--- config.mk ---
export PLATFORM = sky130hd
export DESIGN_NAME = cfu_initiator
export DESIGN_NICKNAME = d
export VERILOG_FILES = /design/src/rtl/cfu_pkg.sv /design/src/rtl/cfu_id_pool.sv /design/src/rtl/cfu_initiator.sv
export SDC_FILE = /design/constraint.sdc
export NUM_CORES = 1
export LEC_CHECK = 0
export BUFFER_PORTS_ARGS = -buffer_cell sky130_fd_sc_hd__buf_2
export CAP_MARGIN = 20
export CORE_UTILIZATION = 50
export CTS_CLUSTER_SIZE = 10
export DETAILED_ROUTE_END_ITERATION = 8
export PLACE_DENSITY = 0.86
export SYNTH_ARGS = -nofsm -noshare
export SYNTH_HDL_FRONTEND = slang
export SYNTH_HIERARCHICAL = 1
export SYNTH_SLANG_ARGS = --single-unit
--- constraint.sdc ---
create_clock -name clk -period 6.9 [get_ports clk]
set_input_delay 0.345 -clock clk [delete_from_list [all_inputs] [get_ports clk]]
set_output_delay 0.345 -clock clk [all_outputs]
set_load 0.05 [all_outputs]
--- src/rtl/cfu_pkg.sv ---
// rtl/cfu_pkg.sv - shared widths and status codes for the CFU initiator
package cfu_pkg;

    localparam int CFU_SEL_W    = 8;
    localparam int CFU_FUNC_W   = 7;
    localparam int CFU_STATUS_W = 3;
    localparam int XLEN         = 32;
    localparam int RD_W         = 5;

    typedef enum logic [CFU_STATUS_W-1:0] {
        CFU_OK  = 3'd0,
        CFU_ERR = 3'd1
    } cfu_status_e;

endpackage

--- src/rtl/cfu_id_pool.sv ---
// rtl/cfu_id_pool.sv - request ID pool: busy bits, lowest-free encoder, alloc/free/clear
module cfu_id_pool #(
    parameter int N    = 4,
    parameter int ID_W = 2
) (
    input  logic            clk,
    input  logic            rst,
    input  logic            alloc,
    input  logic            free,
    input  logic [ID_W-1:0] free_id,
    input  logic            clear,
    output logic [ID_W-1:0] alloc_id,
    output logic            any_free,
    output logic            any_busy,
    output logic [N-1:0]    busy
);

    // Encoder works on the registered busy bits, so a slot freed this cycle
    // still looks busy and cannot be handed out again until the next cycle.
    always_comb begin
        alloc_id = '0;
        for (int i = N - 1; i >= 0; i--) begin
            if (!busy[i]) begin
                alloc_id = ID_W'(i);
            end
        end
    end

    assign any_free = ~&busy;
    assign any_busy = |busy;

    always_ff @(posedge clk or posedge rst) begin
        if (rst) begin
            busy <= '0;
        end else if (clear) begin
            busy <= '0;
        end else begin
            if (free) begin
                busy[free_id] <= 1'b0;
            end
            if (alloc) begin
                busy[alloc_id] <= 1'b1;
            end
        end
    end

endmodule

--- src/rtl/cfu_initiator.sv ---
// rtl/cfu_initiator.sv - issues tagged CFU requests and routes out-of-order responses to writeback
module cfu_initiator
    import cfu_pkg::*;
#(
    parameter int MAX_OUTSTANDING = 4,
    parameter int ID_W            = 2,
    parameter int TIMEOUT_CYCLES  = 1024
) (
    input  logic                    clk,
    input  logic                    rst,

    input  logic                    issue_valid,
    output logic                    issue_ready,
    input  logic [CFU_SEL_W-1:0]    issue_cfu,
    input  logic [CFU_FUNC_W-1:0]   issue_func,
    input  logic [XLEN-1:0]         issue_data0,
    input  logic [XLEN-1:0]         issue_data1,
    input  logic [RD_W-1:0]         issue_rd,

    output logic                    cfu_req_valid,
    input  logic                    cfu_req_ready,
    output logic [ID_W-1:0]         cfu_req_id,
    output logic [CFU_SEL_W-1:0]    cfu_req_cfu,
    output logic [CFU_FUNC_W-1:0]   cfu_req_func,
    output logic [XLEN-1:0]         cfu_req_data0,
    output logic [XLEN-1:0]         cfu_req_data1,

    input  logic                    cfu_resp_valid,
    output logic                    cfu_resp_ready,
    input  logic [ID_W-1:0]         cfu_resp_id,
    input  logic [CFU_STATUS_W-1:0] cfu_resp_status,
    input  logic [XLEN-1:0]         cfu_resp_data,

    output logic                    wb_valid,
    input  logic                    wb_ready,
    output logic [RD_W-1:0]         wb_rd,
    output logic [XLEN-1:0]         wb_data,
    output logic [CFU_STATUS_W-1:0] wb_status,
    output logic                    err_bad_id,
    output logic                    err_timeout,
    input  logic                    err_clear
);

    localparam int WD_W = $clog2(TIMEOUT_CYCLES) + 1;
    localparam logic [WD_W-1:0] WD_LIMIT = WD_W'(TIMEOUT_CYCLES - 1);

    logic [MAX_OUTSTANDING-1:0] busy;
    logic [ID_W-1:0]            alloc_id;
    logic                       any_free;
    logic                       any_busy;
    logic [RD_W-1:0]            slot_rd [MAX_OUTSTANDING];
    logic [WD_W-1:0]            watchdog;

    logic issue_hs;
    logic resp_hit;
    logic resp_hs;
    logic free_slot;
    logic bad_id;
    logic expire;

    cfu_id_pool #(
        .N    (MAX_OUTSTANDING),
        .ID_W (ID_W)
    ) u_pool (
        .clk      (clk),
        .rst      (rst),
        .alloc    (issue_hs),
        .free     (free_slot),
        .free_id  (cfu_resp_id),
        .clear    (expire),
        .alloc_id (alloc_id),
        .any_free (any_free),
        .any_busy (any_busy),
        .busy     (busy)
    );

    assign issue_ready = !rst && any_free && !expire && (!cfu_req_valid || cfu_req_ready);
    assign issue_hs    = issue_valid && issue_ready;

    // A response to an idle slot is always drained, even when writeback stalls.
    assign resp_hit       = busy[cfu_resp_id];
    assign cfu_resp_ready = wb_ready || (cfu_resp_valid && !resp_hit);
    assign resp_hs        = cfu_resp_valid && cfu_resp_ready;
    assign free_slot      = resp_hs && resp_hit;
    assign bad_id         = resp_hs && !resp_hit;

    assign wb_valid  = cfu_resp_valid && resp_hit;
    assign wb_rd     = slot_rd[cfu_resp_id];
    assign wb_data   = cfu_resp_data;
    assign wb_status = cfu_resp_status;

    assign expire = any_busy && !resp_hs && (watchdog == WD_LIMIT);

    always_ff @(posedge clk or posedge rst) begin
        if (rst) begin
            watchdog <= '0;
        end else if (expire || resp_hs || !any_busy) begin
            watchdog <= '0;
        end else begin
            watchdog <= watchdog + 1'b1;
        end
    end

    always_ff @(posedge clk or posedge rst) begin
        if (rst) begin
            for (int i = 0; i < MAX_OUTSTANDING; i++) begin
                slot_rd[i] <= '0;
            end
        end else if (issue_hs) begin
            slot_rd[alloc_id] <= issue_rd;
        end
    end

    // Payload only moves on a new issue, so it is stable while the CFU stalls.
    always_ff @(posedge clk or posedge rst) begin
        if (rst) begin
            cfu_req_valid <= 1'b0;
            cfu_req_id    <= '0;
            cfu_req_cfu   <= '0;
            cfu_req_func  <= '0;
            cfu_req_data0 <= '0;
            cfu_req_data1 <= '0;
        end else if (expire) begin
            cfu_req_valid <= 1'b0;
        end else if (issue_hs) begin
            cfu_req_valid <= 1'b1;
            cfu_req_id    <= alloc_id;
            cfu_req_cfu   <= issue_cfu;
            cfu_req_func  <= issue_func;
            cfu_req_data0 <= issue_data0;
            cfu_req_data1 <= issue_data1;
        end else if (cfu_req_ready) begin
            cfu_req_valid <= 1'b0;
        end
    end

    always_ff @(posedge clk or posedge rst) begin
        if (rst) begin
            err_bad_id  <= 1'b0;
            err_timeout <= 1'b0;
        end else begin
            err_bad_id  <= (err_bad_id && !err_clear) || bad_id;
            err_timeout <= (err_timeout && !err_clear) || expire;
        end
    end

endmodule

# Yosys cells after proc, flatten, opt, wreduce, memory -nomap -nowiden

Index checks and enable logic that the tools add are counted.

Output and inout bits: 127
Bits of input ports: 128
Word-level logic and storage cells: 87
Register bits: 119

Multiplexer cells: 24
Reductions and logical operators: 34
Add/sub/neg operators: 1
Equality and inequality tests: 1
Bitwise logic cells: 6
Order comparisons: 7

Operator list:

| operator                | number |
|---|---|
| $bwmux W20              | 1 |
| $logic_and A1 B1 Y1     | 16 |
| $mux W4                 | 4 |
| $mux W5                 | 3 |
| $add A11 B1 Y11 const B | 1 |
| $eq A11 B10 Y1 const B  | 1 |
| $mux W11                | 1 |
| $bmux W5 S2             | 1 |
| $demux W5 S2            | 1 |
| $logic_not A1 Y1        | 8 |
| $mux W2                 | 4 |
| $ge A3 B3 Y1 const B    | 2 |
| $logic_or A1 B1 Y1      | 6 |
| $lt A2 B3 Y1 const B    | 2 |
| $mux W1                 | 6 |
| $not A2 Y3              | 2 |
| $and A4 B4 Y4           | 1 |
| $demux W1 S2            | 2 |
| $ge A2 B1 Y1 const B    | 2 |
| $not A4 Y4              | 1 |
| $or A4 B4 Y4            | 1 |
| $reduce_and A4 Y1       | 1 |
| $reduce_or A4 Y1        | 1 |
| $lt A3 B1 Y1 const B    | 1 |
| other kinds (4)         | 4 |

# Longest topological paths before layout

Gate-level depths: netlist of the first run.

Depth in word-level cells: 15
Gate-level depth with buffers: 9
Mapped depth without buffers: 6

# Cells and area by module

The synthesis of the first run kept the hierarchy.

Modules (own cells, without submodules):

| module        | instances | sequential area each (um^2) | area each (um^2) | cells an instance |
|---|---|---|---|---|
| cfu_initiator | 1         | 2877.8                      | 5017.3           | 334 |
| cfu_id_pool   | 1         | 100.1                       | 259.0            | 27 |

# Worst setup path after synthesis of the first run

Ideal clock, no wire load.

Path kind: input-to-reg
From: in rst
To: reg cfu_req_data1[10]
Stages on the path: 5
Data required time: 6.775 ns
Library setup time: 0.125 ns
Slack: 1.821 ns
Arrival: 4.954 ns
Cells stage by stage: inv_1 > nand4_1 > a21oi_4 > buf_6 > mux2_2

Longest elaborated chain between the ends: 6

Ends and longest elaborated chain:

| what                               | line                 | text |
|---|---|---|
| from (decl)                        | cfu_initiator.sv:10  | `input logic rst,` |
| $logic_not A1 Y1 (no source line)  | -                    |  |
| $logic_and A1 B1 Y1 (3 in a row)   | cfu_initiator.sv:77  | `assign issue_ready = !rst && any_free && !expire && (!cfu_req_valid \|\| cfu_req_ready);` |
| $logic_and A1 B1 Y1                | cfu_initiator.sv:78  | `assign issue_hs = issue_valid && issue_ready;` |
| via issue_hs                       | cfu_initiator.sv:54  | `logic issue_hs;` |
| $reduce_and A2 Y1 (no source line) | -                    |  |
| to (signal assigned)               | cfu_initiator.sv:131 | `cfu_req_data1 <= issue_data1;` |
| to (decl)                          | cfu_initiator.sv:26  | `output logic [XLEN-1:0] cfu_req_data1,` |

The timed path passes the listed nets, and every way through them passes these cells.
A chain may end at the register's enable or synchronous reset.

# Final worst setup path of the first run

From: reg u_pool.busy[2]
To: reg cfu_req_data0[22]

Elaborated cells on any way between the ends: 19
Classes of those cells: 2 x mux; 1 x bitwise; 16 x reduce/logical

RTL lines:

| what                                   | line                 | text |
|---|---|---|
| from (decl)                            | cfu_id_pool.sv:15    | `output logic [N-1:0] busy` |
| from (signal assigned)                 | cfu_id_pool.sv:34    | `busy <= '0;` |
| from (signal assigned)                 | cfu_id_pool.sv:36    | `busy <= '0;` |
| from (signal, indexed assignment)      | cfu_id_pool.sv:39    | `busy[free_id] <= 1'b0;` |
| $reduce_or A4 Y1 (*)                   | cfu_id_pool.sv:30    | `assign any_busy = \|busy;` |
| via any_busy                           | cfu_initiator.sv:50  | `logic any_busy;` |
| $logic_and A1 B1 Y1 (*) (2 in a row)   | cfu_initiator.sv:92  | `assign expire = any_busy && !resp_hs && (watchdog == WD_LIMIT);` |
| $logic_not A1 Y1                       | cfu_initiator.sv:77  |  |
| $logic_and A1 B1 Y1 (2 in a row)       | cfu_initiator.sv:77  |  |
| $logic_and A1 B1 Y1                    | cfu_initiator.sv:78  |  |
| $reduce_and A2 Y1 (no source line) (*) | -                    |  |
| to (signal assigned)                   | cfu_initiator.sv:130 | `cfu_req_data0 <= issue_data0;` |
| to (decl)                              | cfu_initiator.sv:25  | `output logic [XLEN-1:0] cfu_req_data0,` |

Mark *: on every way through the listed nets, which the timed path passes. The rest lies on a longest branch. The select of a mux whose other input is x is not followed.

==> results.txt, run 1 <==
----------------------------------------------------
[Run status]
  Run status ... finished clean

[Power and ir drop]
  Largest voltage drop on the vdd net ... approximately 0.47 mV
  Fraction of power consumed by sequential logic ... ~31%
  Switching share of total power ... 45.8%
  Net Switching ... between 0.0015 and 0.002 W
  Total power density per cell area ... 595 nW/um^2
  Static power due to leakage ... 3.13 nW
  Clock network power share ... about 22%
  Comb power frac ... 47.3%
  Internal Dissipation ... about 0.0021 W

[STA]
  Slew margin rel. ... 42.8%
  Count of endpoints failing hold in the final timing report ... 0
  Post-layout worst setup margin ... 3110 ps
  Number of pins exceeding their max-slew limit in the final report ... 0
  Post-layout minimum cycle time ... 3790 ps
  Final Cycle Share ... around 55%
  Highest clock rate ... 0.264 GHz
  Max Clock Skew ... 6.93 ps
  Sum of negative setup slack ... 0 ps
  Actual slew at the worst max-slew pin ... 857 ps
  Worst hold margin ... 33.1 ps
  Setup repair after global routing missed its margin ... false
  Total of endpoints with negative setup slack in the final report ... 0

[Final layout]
  Utilization after layout ... 64.5%
  Final Cell Area ... between 6000 and 7000 um^2
  Number of filler instances in the final layout ... 780
  Total number of nets in the final design ... between 600 and 700
  Layout cells sized above 1 ... approximately 61%
  # diodes ... 0
  Relative area change from synthesis to final layout ... 25.6%

[Yosys]
  Commonest cells in the netlist ... sky130_fd_sc_hd__dfrtp_1, sky130_fd_sc_hd__mux2_2, sky130_fd_sc_hd__buf_4
  Post-synth top area share ... 56.4%
  Cells taking the most area after synthesis ... sky130_fd_sc_hd__dfrtp_1, sky130_fd_sc_hd__mux2_2, sky130_fd_sc_hd__buf_4
  Biggest area consumer among synthesized cells ... sky130_fd_sc_hd__dfrtp_1
  Synthesized Nets ... 490
  Cell area after synthesis ... 5280 um^2
  Synthesis warning total ... 6
  Top FF cell, synth ... sky130_fd_sc_hd__dfrtp_1
  FFs w/ async S/R, synth ... 100%
  Average footprint of a synthesized cell ... 14.6 um^2
  Flip-flop and latch count after synthesis ... 119
  Seq/Total Area, Yosys ... 56.4%
  Number of distinct library cell variants in the gate-level netlist after synthesis ... 44
  Post-synth EDFFs ... 0
  Library cell with the highest instance count after synthesis ... sky130_fd_sc_hd__dfrtp_1
  Count of mapped cells out of synthesis ... 361

[Die]
  Core Region ... ~10000 um^2
  Height of the chip ... between 100 and 150 um
  Boundary pin count ... 255
  Area of the die ... 11000 um^2
  Starting density of the core ... 51.3%
  Horizontal extent of the die ... 105 um
  Standard-cell row count ... 37

[Critical path]
  Critical Path RT ... 7290 ps
  Startpoint-to-endpoint class of the critical path ... reg -> reg
  Worst path arrival time ... 4180 ps
  Type of element capturing the critical path ... flop
  Top fanout value on the critical path ... 67
  Setup crit start kind ... flop

[Worst hold path]
  Worst hold path type ... in -> reg

[CTS]
  CTS tree ... yes
  Resized cells post-CTS ... 0
  Clock Root Buffer ... sky130_fd_sc_hd__clkbuf_8
  Clk_lat worst skew ... around 520 ps
  H-tree levels ... 4
  TritonCTS Buffers ... 17
  Number of buffers inserted to repair setup after CTS ... 0
  # clock sinks ... 119
  Reg clk slew, reported paths ... 50 ps
  Maximum buffer depth of the clock tree ... 2

[Flow run]
  Max-cap violations ... 0

[Global route]
  Sum of overflow across all layers after global routing ... 0
  Antenna violations before repair ... 0
  Overall routing resource usage ... approximately a fifth
  Largest net degree at the start of global routing ... 86
  Wire length of the first global-routing pass ... around 18 mm
  Vias in the first global route ... 3729

[Detailed routing]
  First-pass DRT Iterations ... 4
  Post-DR vias/cell ... 5.22
  Post-detailed-route DRC marker count ... 0
  Routed vias ... between 3000 and 4000
  Drt total wl ... 11.2 mm
  Drt wl/cell ... between 15 and 20 um
  Number of DRC markers after the initial detailed-route iteration ... 136
  ANT nets after route ... 0

[Place]
  DP HPWL ... 8.06 mm
  Placement-stage cell area ... 6000 um^2
  Weighted congestion at the end of routability-driven global placement ... 0.752
  Number of input and output port buffers inserted ... approximately 180
  Worst slack, placed ... roughly 3100 ps

----------------------------------------------------
-- per-stage QoR --
| stage | instances | total power (W) |
|---|---|---|
| floorplan | 361 | 0.00273 |
| detailed placement | 636 | 0.00309 |
| global route | 669 | 0.00411 |
| CTS | 668 | 0.00397 |
| global placement | 636 | 0.00302 |
| finish | 669 | 0.00395 |
-- per-layer routing --
layer / wire length (um) / global-route usage (%)
met1: 4330 / 23.9
met2: 5740 / 35.9
met3: 982 / 8.80
met4: 167 / 7.85
met5: 0 / 0
-- cell families after synthesis --
kind of cell    count (synthesis)  synth area share (%)
flops                         119                  56.4
mux                           109                  24.3
buf+inv                        55                  7.87
simple gates                   50                  5.55
compound gates                 20                  4.41
xor+xnor                        7                  1.16
fa+ha+maj                       1                 0.237
-- what timing repair did --
action,in CTS,in global routing
endpoints found under the hold margin,34,0
hold buffers,1,0
setup endpoints to repair,0,0
-- worst max-delay path, stage by stage, from the launching register on --
cell	delay, ps
sky130_fd_sc_hd__dfrtp_1	460
sky130_fd_sc_hd__or4_1	580
sky130_fd_sc_hd__and3b_1	190
sky130_fd_sc_hd__a221o_1	570
sky130_fd_sc_hd__a21oi_4	600
sky130_fd_sc_hd__buf_4	710
sky130_fd_sc_hd__mux2_2	430
-- power groups by stage --
stage | sequential [W] | combinational, W | clock [W]
after floorplan | 0.00206 | 0.000667 | 0
after global placement | 0.00119 | 0.00184 | 0
after detailed placement | 0.00122 | 0.00188 | 0
after CTS | 0.00121 | 0.00188 | 0.000882
after global routing | 0.00126 | 0.00194 | 0.000909
final | 0.00121 | 0.00187 | 0.000868
-- cell usage in the layout, fill, tap and decap left out, types with 2 or more instances in the layout --
cell / count
sky130_fd_sc_hd__a2111oi_4: 4
sky130_fd_sc_hd__a21oi_1: 3
sky130_fd_sc_hd__and2_1: 4
sky130_fd_sc_hd__and3_1: 3
sky130_fd_sc_hd__and4b_1: 2
sky130_fd_sc_hd__buf_2: 184
sky130_fd_sc_hd__buf_4: 3
sky130_fd_sc_hd__bufinv_16: 3
sky130_fd_sc_hd__clkbuf_1: 2
sky130_fd_sc_hd__clkbuf_16: 16
sky130_fd_sc_hd__clkbuf_8: 4
sky130_fd_sc_hd__clkinv_2: 5
sky130_fd_sc_hd__dfrtp_1: 119
sky130_fd_sc_hd__inv_1: 6
sky130_fd_sc_hd__mux2_1: 7
sky130_fd_sc_hd__mux2_2: 97
sky130_fd_sc_hd__mux4_2: 5
sky130_fd_sc_hd__nand2_1: 6
sky130_fd_sc_hd__nand2b_1: 4
sky130_fd_sc_hd__nand3_1: 4
sky130_fd_sc_hd__nand4_1: 4
sky130_fd_sc_hd__nor2_1: 9
sky130_fd_sc_hd__nor2b_1: 2
sky130_fd_sc_hd__nor3_1: 4
sky130_fd_sc_hd__o21ai_0: 2
sky130_fd_sc_hd__xor2_1: 6
-- sequential cells by signal (all words and copies together) (netlist names) --
register	flops
cfu_req_id	2
cfu_req_valid	1
u_pool/busy	4
cfu_req_func	7
cfu_req_cfu	8
err_timeout	1
err_bad_id	1
watchdog	11
cfu_req_data1	32
cfu_req_data0	32
slot_rd	20
-- final cells by class --
class                      count  area (um^2)  share of cell area (%)
clock buffer                  22          463                    6.99
clock inverter                 9          124                    1.87
inverter                       7         28.8                   0.434
multi-input combinational    187         1880                    28.4
sequential                   119         2980                    44.9
tap                          136          170                    2.57
timing repair buffer         189          981                    14.8
-- worst paths after layout --
kind / start / endpoint / slack, ps / depth (start not counted)
worst max-delay path: u_pool/busy[2]$_DFF_PP0_ / cfu_req_data0[22]$_DFFE_PP0P_ / 3110 / 6
worst min-delay path: err_clear / err_bad_id$_DFF_PP0_ / 30 / 2
worst max register to register: u_pool/busy[2]$_DFF_PP0_ / cfu_req_data0[22]$_DFFE_PP0P_ / 3110 / 6
worst min register to register: watchdog[0]$_DFF_PP0_ / watchdog[0]$_DFF_PP0_ / 450 / 1
max in group asynchronous: rst / cfu_req_data0[21]$_DFFE_PP0P_ / 5520 / 5
min in group asynchronous: rst / u_pool/busy[2]$_DFF_PP0_ / 290 / 3
(Power assumes the default switching activity.)
==> run 2: changes to the inputs <==
--- a/config.mk
+++ b/config.mk
@@ -7,10 +7,10 @@
 export LEC_CHECK = 0
 export BUFFER_PORTS_ARGS = -buffer_cell sky130_fd_sc_hd__buf_2
 export CAP_MARGIN = 20
-export CORE_UTILIZATION = 50
+export CORE_UTILIZATION = 46
 export CTS_CLUSTER_SIZE = 10
 export DETAILED_ROUTE_END_ITERATION = 8
-export PLACE_DENSITY = 0.86
+export PLACE_DENSITY = 0.8
 export SYNTH_ARGS = -nofsm -noshare
 export SYNTH_HDL_FRONTEND = slang
 export SYNTH_HIERARCHICAL = 1
==> constraint.sdc (replaced) <==
create_clock -name clk -period 4 [get_ports clk]
set_input_delay 0.2 -clock clk [delete_from_list [all_inputs] [get_ports clk]]
set_output_delay 0.2 -clock clk [all_outputs]
set_load 0.05 [all_outputs]
==> results.txt, run 2 (synthesis results as in run 1) <==
----------------------------------------------------
[Global route]
  Antenna violations before repair ... 3 (+3)
  Sum of overflow across all layers after global routing ... 0 (unchanged)
  Vias in the first global route ... 3816 (+2.3%)
  Wire length of the first global-routing pass ... 18.8 mm (+4.3%)
  Largest net degree at the start of global routing ... 87 (+1.2%)
  Overall routing resource usage ... 21.3% (+0.11 points)

[Place]
  Weighted congestion at the end of routability-driven global placement ... 0.764 (+1.6%)
  Number of input and output port buffers inserted ... 184 (unchanged)
  DP HPWL ... 8.25 mm (+2.4%)

[Detailed routing]
  First-pass DRT Iterations ... 5 (+1)
  Drt wl/cell ... 17.4 um (+3.6%)
  Drt total wl ... 11.8 mm (+5.3%)
  Number of DRC markers after the initial detailed-route iteration ... 82 (-40%)
  ANT nets after route ... 0 (unchanged)
  Post-DR vias/cell ... 5.11 (-2.1%)
  Post-detailed-route DRC marker count ... 0 (unchanged)
  Routed vias ... 3475 (-0.46%)

[Critical path]
  Setup crit start kind ... flop
  WP depth ... 6 (unchanged)
  Worst path arrival time ... 2960 ps (-1220 ps)
  Setup slack, reg-to-reg ... 990 ps (-2120 ps)
  Gate family responsible for the most delay along the worst path ... simple AND/OR/NAND/NOR gates
  Largest stage delay on the critical path ... 580 ps (-130 ps)
  Origin of the critical flop-to-flop path ... u_pool/busy[2]$_DFF_PP0_
  Buffering stage count on the worst path with inverters included ... 1 (unchanged)
  Timing startpoint of the critical path ... u_pool/busy[2]$_DFF_PP0_
  Crit-path slowest cell ... sky130_fd_sc_hd__or4_1
  Type of element capturing the critical path ... output pin
  Startpoint-to-endpoint class of the critical path ... reg -> out
  Worst R2R End ... cfu_req_cfu[4]$_DFFE_PP0P_
  Critical Path RT ... 3800 ps (-3490 ps)
  Worst Setup EP ... issue_ready
  Cell-by-cell trace of the critical path ... or4_1, and3b_1, a221o_1, and2_1, nor2_1, buf_2
  Top fanout value on the critical path ... 10 (-85%)
  Reg2Reg Depth ... 6 (unchanged)

[Die]
  Height of the chip ... 109 um (+4.2%)
  Standard-cell row count ... 38 (+2.7%)
  Core Region ... 11000 um^2 (+7.3%)
  Boundary pin count ... 255 (unchanged)
  Horizontal extent of the die ... 109 um (+4.2%)
  Area of the die ... 11900 um^2 (+8.5%)
  Starting density of the core ... 47.8% (-3.5 points)

[CTS]
  TritonCTS Buffers ... 17 (unchanged)
  H-tree levels ... 4 (unchanged)
  Clock Root Buffer ... sky130_fd_sc_hd__clkbuf_16
  Reg clk slew, reported paths ... 50 ps (about the same)
  Maximum buffer depth of the clock tree ... 2 (unchanged)
  CTS tree ... yes
  Clk_lat worst skew ... 410 ps (-110 ps)
  # clock sinks ... 119 (unchanged)

[STA]
  Actual slew at the worst max-slew pin ... 877 ps (+19.7 ps)
  Highest clock rate ... 0.316 GHz
  Sum of negative setup slack ... 0 ps (unchanged)
  Setup repair after global routing missed its margin ... false
  Post-layout minimum cycle time ... 3160 ps
  Max Clock Skew ... 10.6 ps (+3.66 ps)
  Count of endpoints failing hold in the final timing report ... 0 (unchanged)
  Slew margin rel. ... 41.5% (-1.3 points)
  Total of endpoints with negative setup slack in the final report ... 0 (unchanged)
  Final Cycle Share ... 79.0%
  Number of pins exceeding their max-slew limit in the final report ... 0 (unchanged)

[Final layout]
  Utilization after layout ... 60.2% (-4.3 points)
  Most common cell after layout, fill and taps aside ... sky130_fd_sc_hd__buf_2
  Layout cells sized above 1 ... 60.2% (-0.94 points)
  Top library cells by usage in the layout, fill and taps aside ... sky130_fd_sc_hd__buf_2, sky130_fd_sc_hd__dfrtp_1, sky130_fd_sc_hd__mux2_2, sky130_fd_sc_hd__clkbuf_16, sky130_fd_sc_hd__nor2_1
  Total number of nets in the final design ... 656 (+0.92%)
  Relative area change from synthesis to final layout ... 25.9%
  Regs by FF count ... cfu_req_data0: 32 flops, cfu_req_data1: 32 flops, slot_rd: 20 flops

[Power and ir drop]
  Total power density per cell area ... 1010 nW/um^2 (+70%)
  Static power due to leakage ... 3.11 nW (-0.67%)
  Largest voltage drop on the vdd net ... 0.847 mV (+78%)

[Worst hold path]
  Worst hold path type ... in -> reg

[Flow run]
  Max-cap violations ... 0 (unchanged)

[Run status]
  Run status ... finished clean

----------------------------------------------------
## run 2: routing by layer
metal / GRT usage (%) / vias to the layer above / part of all wire, %
met2: 34.5 / 143 / 50
li1: - / 1589 / -
met3: 8.79 / 52 / 7.9
met4: 14.0 / 2 / 4.1
met1: 22.8 / 1689 / 38
met5: 0 / - / 0.085
## run 2: where the power goes
group,total (W),switching [W],internal [W]
sequential,0.00208,0.000317,0.00177
clock,0.00139,0.000516,0.000875
combinational,0.00323,0.00230,0.000939
## run 2: area by class of cell
cell class                 count  area, um^2
fill                         894        4390
antenna                        2        5.00
tap                          140         175
sequential                   119        2980
timing repair buffer         195        1030
clock inverter                 8        76.3
clock buffer                  22         464
inverter                       7        30.0
multi-input combinational    187        1880
## run 2: worst register-to-register path, cell delays in order, from the launching register on
cell,delay (ps)
sky130_fd_sc_hd__dfrtp_1,460
sky130_fd_sc_hd__or4_1,580
sky130_fd_sc_hd__and3b_1,190
sky130_fd_sc_hd__a221o_1,570
sky130_fd_sc_hd__a21oi_4,240
sky130_fd_sc_hd__buf_12,370
sky130_fd_sc_hd__mux2_2,490
## run 2: through the flow
stage               total power, W  instances  area (um^2)  hold slack (ps)  setup slack (ps)
finish                     0.00671        680         6640             16.2               839
global route               0.00701        680         6640             9.36               714
CTS                        0.00677        678         6640            0.888               825
detailed placement         0.00534        641         6030              123              1030
global placement           0.00524        640         6020              117              1120
floorplan                  0.00470        361         5280            -33.9               308
## run 2: how the worst min path moves through the flow
stage / from / endpoint / slack [ps] / depth (start not counted)
after floorplan: rst / u_pool/busy[0]$_DFF_PP0_ / -30 / 1
after global placement: rst / u_pool/busy[3]$_DFF_PP0_ / 120 / 2
after detailed placement: rst / u_pool/busy[3]$_DFF_PP0_ / 120 / 2
after CTS: issue_data0[29] / cfu_req_data0[29]$_DFFE_PP0P_ / 0.9 / 2
after global routing: issue_data0[8] / cfu_req_data0[8]$_DFFE_PP0P_ / 9 / 2
final: issue_data0[29] / cfu_req_data0[29]$_DFFE_PP0P_ / 20 / 2
## run 2: what timing repair did
action / in CTS / in global routing
buffers inserted: 0 / 0
gates resized for setup: 0 / 0
endpoints found under the hold margin: 10 / 0
hold buffers: 7 / 0
==> run 3: changes to the inputs <==
==> constraint.sdc (replaced) <==
create_clock -name clk -period 3.3 [get_ports clk]
set_input_delay 0.165 -clock clk [delete_from_list [all_inputs] [get_ports clk]]
set_output_delay 0.165 -clock clk [all_outputs]
set_load 0.05 [all_outputs]
==> results.txt, run 3 (synthesis results as in run 1) <==
----------------------------------------------------
[STA]
  Highest clock rate ... 0.325 GHz
  Total of endpoints with negative setup slack in the final report ... 0 (unchanged)
  Count of endpoints failing hold in the final timing report ... 0 (unchanged)
  Sum of negative setup slack ... 0 ps (unchanged)
  Post-layout worst setup margin ... 222 ps (-617 ps)
  Max Clock Skew ... 5.35 ps (-5.25 ps)
  Worst hold margin ... 14.6 ps (-1.58 ps)
  Actual slew at the worst max-slew pin ... 626 ps (-251 ps)
  Slew margin rel. ... 58.1% (+17 points)
  Number of pins exceeding their max-slew limit in the final report ... 0 (unchanged)
  Post-layout minimum cycle time ... 3080 ps
  Final Cycle Share ... 93.3%
  Setup repair after global routing missed its margin ... false

[CTS]
  Hold-fix buffers, CTS ... 79 (+72)
  Clk_lat worst skew ... 410 ps (about the same)
  Clock Root Buffer ... sky130_fd_sc_hd__clkbuf_16
  TritonCTS Buffers ... 17 (unchanged)
  Maximum buffer depth of the clock tree ... 2 (unchanged)
  Resized cells post-CTS ... 0 (unchanged)
  Number of buffers inserted to repair setup after CTS ... 0 (unchanged)
  # clock sinks ... 119 (unchanged)
  CTS tree ... yes
  H-tree levels ... 4 (unchanged)
  Reg clk slew, reported paths ... 50 ps (about the same)

[Place]
  Number of input and output port buffers inserted ... 184 (unchanged)
  Weighted congestion at the end of routability-driven global placement ... 0.757 (-0.97%)
  DP HPWL ... 7.98 mm (-3.2%)
  Placed instance count ... 642 (+0.16%)
  Worst slack, placed ... 375 ps (-655 ps)

[Power and ir drop]
  Static power due to leakage ... 3.50 nW (+12%)
  Total power density per cell area ... 1140 nW/um^2 (+12%)
  Internal Dissipation ... 0.00469 W (+31%)
  Fraction of power consumed by sequential logic ... 29.8% (-1.3 points)
  Net Switching ... 0.00388 W (+24%)
  Largest voltage drop on the vdd net ... 0.831 mV (-1.9%)
  Switching share of total power ... 45.3% (-1.3 points)
  Clock network power share ... 22.7% (+2.0 points)
  Comb power frac ... 47.5% (-0.7 points)

[Critical path]
  Gate family responsible for the most delay along the worst path ... simple AND/OR/NAND/NOR gates
  Top fanout value on the critical path ... 10 (unchanged)
  Worst path arrival time ... 2910 ps (-50 ps)
  Type of element capturing the critical path ... output pin
  Cell-by-cell trace of the critical path ... or4_1, and3b_1, a221o_1, and2_1, nor2_1, buf_2
  Largest stage delay on the critical path ... 580 ps (about the same)
  Critical Path RT ... 3130 ps (-670 ps)
  Crit-path slowest cell ... sky130_fd_sc_hd__or4_1
  Buffering stage count on the worst path with inverters included ... 1 (unchanged)
  Setup crit start kind ... flop
  Startpoint-to-endpoint class of the critical path ... reg -> out

[Final layout]
  Top library cells by usage in the layout, fill and taps aside ... sky130_fd_sc_hd__buf_2, sky130_fd_sc_hd__dfrtp_1, sky130_fd_sc_hd__mux2_2, sky130_fd_sc_hd__dlygate4sd3_1, sky130_fd_sc_hd__clkbuf_16
  Number of filler instances in the final layout ... 761 (-15%)
  Utilization after layout ... 68.4% (+8.2 points)
  Most common cell after layout, fill and taps aside ... sky130_fd_sc_hd__buf_2
  Layout cells sized above 1 ... 55.4% (-4.8 points)
  Relative area change from synthesis to final layout ... 43.0%
  Regs by FF count ... cfu_req_data0: 32 flops, cfu_req_data1: 32 flops, slot_rd: 20 flops
  Total number of nets in the final design ... 730 (+11%)
  Non-filler instance count after layout ... 756 (+11%)

[Global route]
  Overall routing resource usage ... 22.5% (+1.2 points)
  Largest net degree at the start of global routing ... 85 (-2.3%)
  Antenna violations before repair ... 0 (-3)
  Vias in the first global route ... 3981 (+4.3%)
  Wire length of the first global-routing pass ... 19.4 mm (+3.2%)
  Sum of overflow across all layers after global routing ... 0 (unchanged)

[Detailed routing]
  ANT nets after route ... 0 (unchanged)
  Routed length on met1 ... 4.75 mm (+6.8%)
  Drt wl/cell ... 17.1 um (-1.5%)
  Uppermost signal routing layer after detailed routing ... met4
  First-pass DRT Iterations ... 4 (-1)
  Drt total wl ... 12.9 mm (+9.5%)
  Number of DRC markers after the initial detailed-route iteration ... 191 (+130%)
  Post-detailed-route DRC marker count ... 0 (unchanged)
  Post-DR vias/cell ... 4.98 (-2.5%)
  Routed vias ... 3766 (+8.4%)
  Amount of wire on met2 after detailed routing ... 6.84 mm (+15%)
  Met3 Wirelength ... 1.03 mm (+10%)

[Worst hold path]
  Worst hold path type ... in -> reg

[Die]
  Core Region ... 11000 um^2 (unchanged)
  Starting density of the core ... 47.8% (unchanged)
  Boundary pin count ... 255 (unchanged)
  Standard-cell row count ... 38 (unchanged)
  Area of the die ... 11900 um^2 (unchanged)
  Horizontal extent of the die ... 109 um (unchanged)
  Height of the chip ... 109 um (unchanged)

[Flow run]
  Max-cap violations ... 0 (unchanged)

[Run status]
  Run status ... finished clean

----------------------------------------------------
run 3: power groups by stage:
| stage | logic, W | registers [W] | clock network [W] |
|---|---|---|---|
| after CTS | 0.00406 | 0.00253 | 0.00198 |
| after global placement | 0.00391 | 0.00249 | 0 |
| after global routing | 0.00426 | 0.00264 | 0.00205 |
| after floorplan | 0.00144 | 0.00431 | 0 |
| final | 0.00407 | 0.00255 | 0.00195 |
| after detailed placement | 0.00399 | 0.00254 | 0 |
run 3: per-stage QoR:
stage               instance area, um^2  total power, W
global route                       7540         0.00895
detailed placement                 6090         0.00653
finish                             7550         0.00857
floorplan                          5320         0.00575
CTS                                7510         0.00858
global placement                   6090         0.00640
run 3: per-layer routing:
| metal | GRT usage [%] | vias to the layer above |
|---|---|---|
| li1 | - | 1743 |
| met3 | 8.19 | 39 |
| met2 | 39.3 | 157 |
| met1 | 23.4 | 1827 |
| met4 | 12.0 | 0 |
| met5 | 0 | - |
run 3: cell type report:
type,count,area (um^2),area share [%]
clock inverter,12,174,2.30
antenna,2,5.00,0.0663
tap,140,175,2.32
multi-input combinational,187,1930,25.5
sequential,119,2980,39.5
inverter,7,30.0,0.398
timing repair buffer,269,1800,23.9
clock buffer,20,457,6.05
run 3: final timing paths:
check                           slack (ps)                startpoint                       endpoint  depth (start not counted)
worst min-delay path                    10           issue_data1[31]  cfu_req_data1[31]$_DFFE_PP0P_                          2
worst max register to register         360  u_pool/busy[2]$_DFF_PP0_  cfu_req_data1[23]$_DFFE_PP0P_                          6
max in group asynchronous             1890                       rst  cfu_req_data1[16]$_DFFE_PP0P_                          6
worst max-delay path                   220  u_pool/busy[2]$_DFF_PP0_                    issue_ready                          6
worst min register to register         470     watchdog[0]$_DFF_PP0_          watchdog[0]$_DFF_PP0_                          1
min in group asynchronous              210                       rst       u_pool/busy[2]$_DFF_PP0_                          3
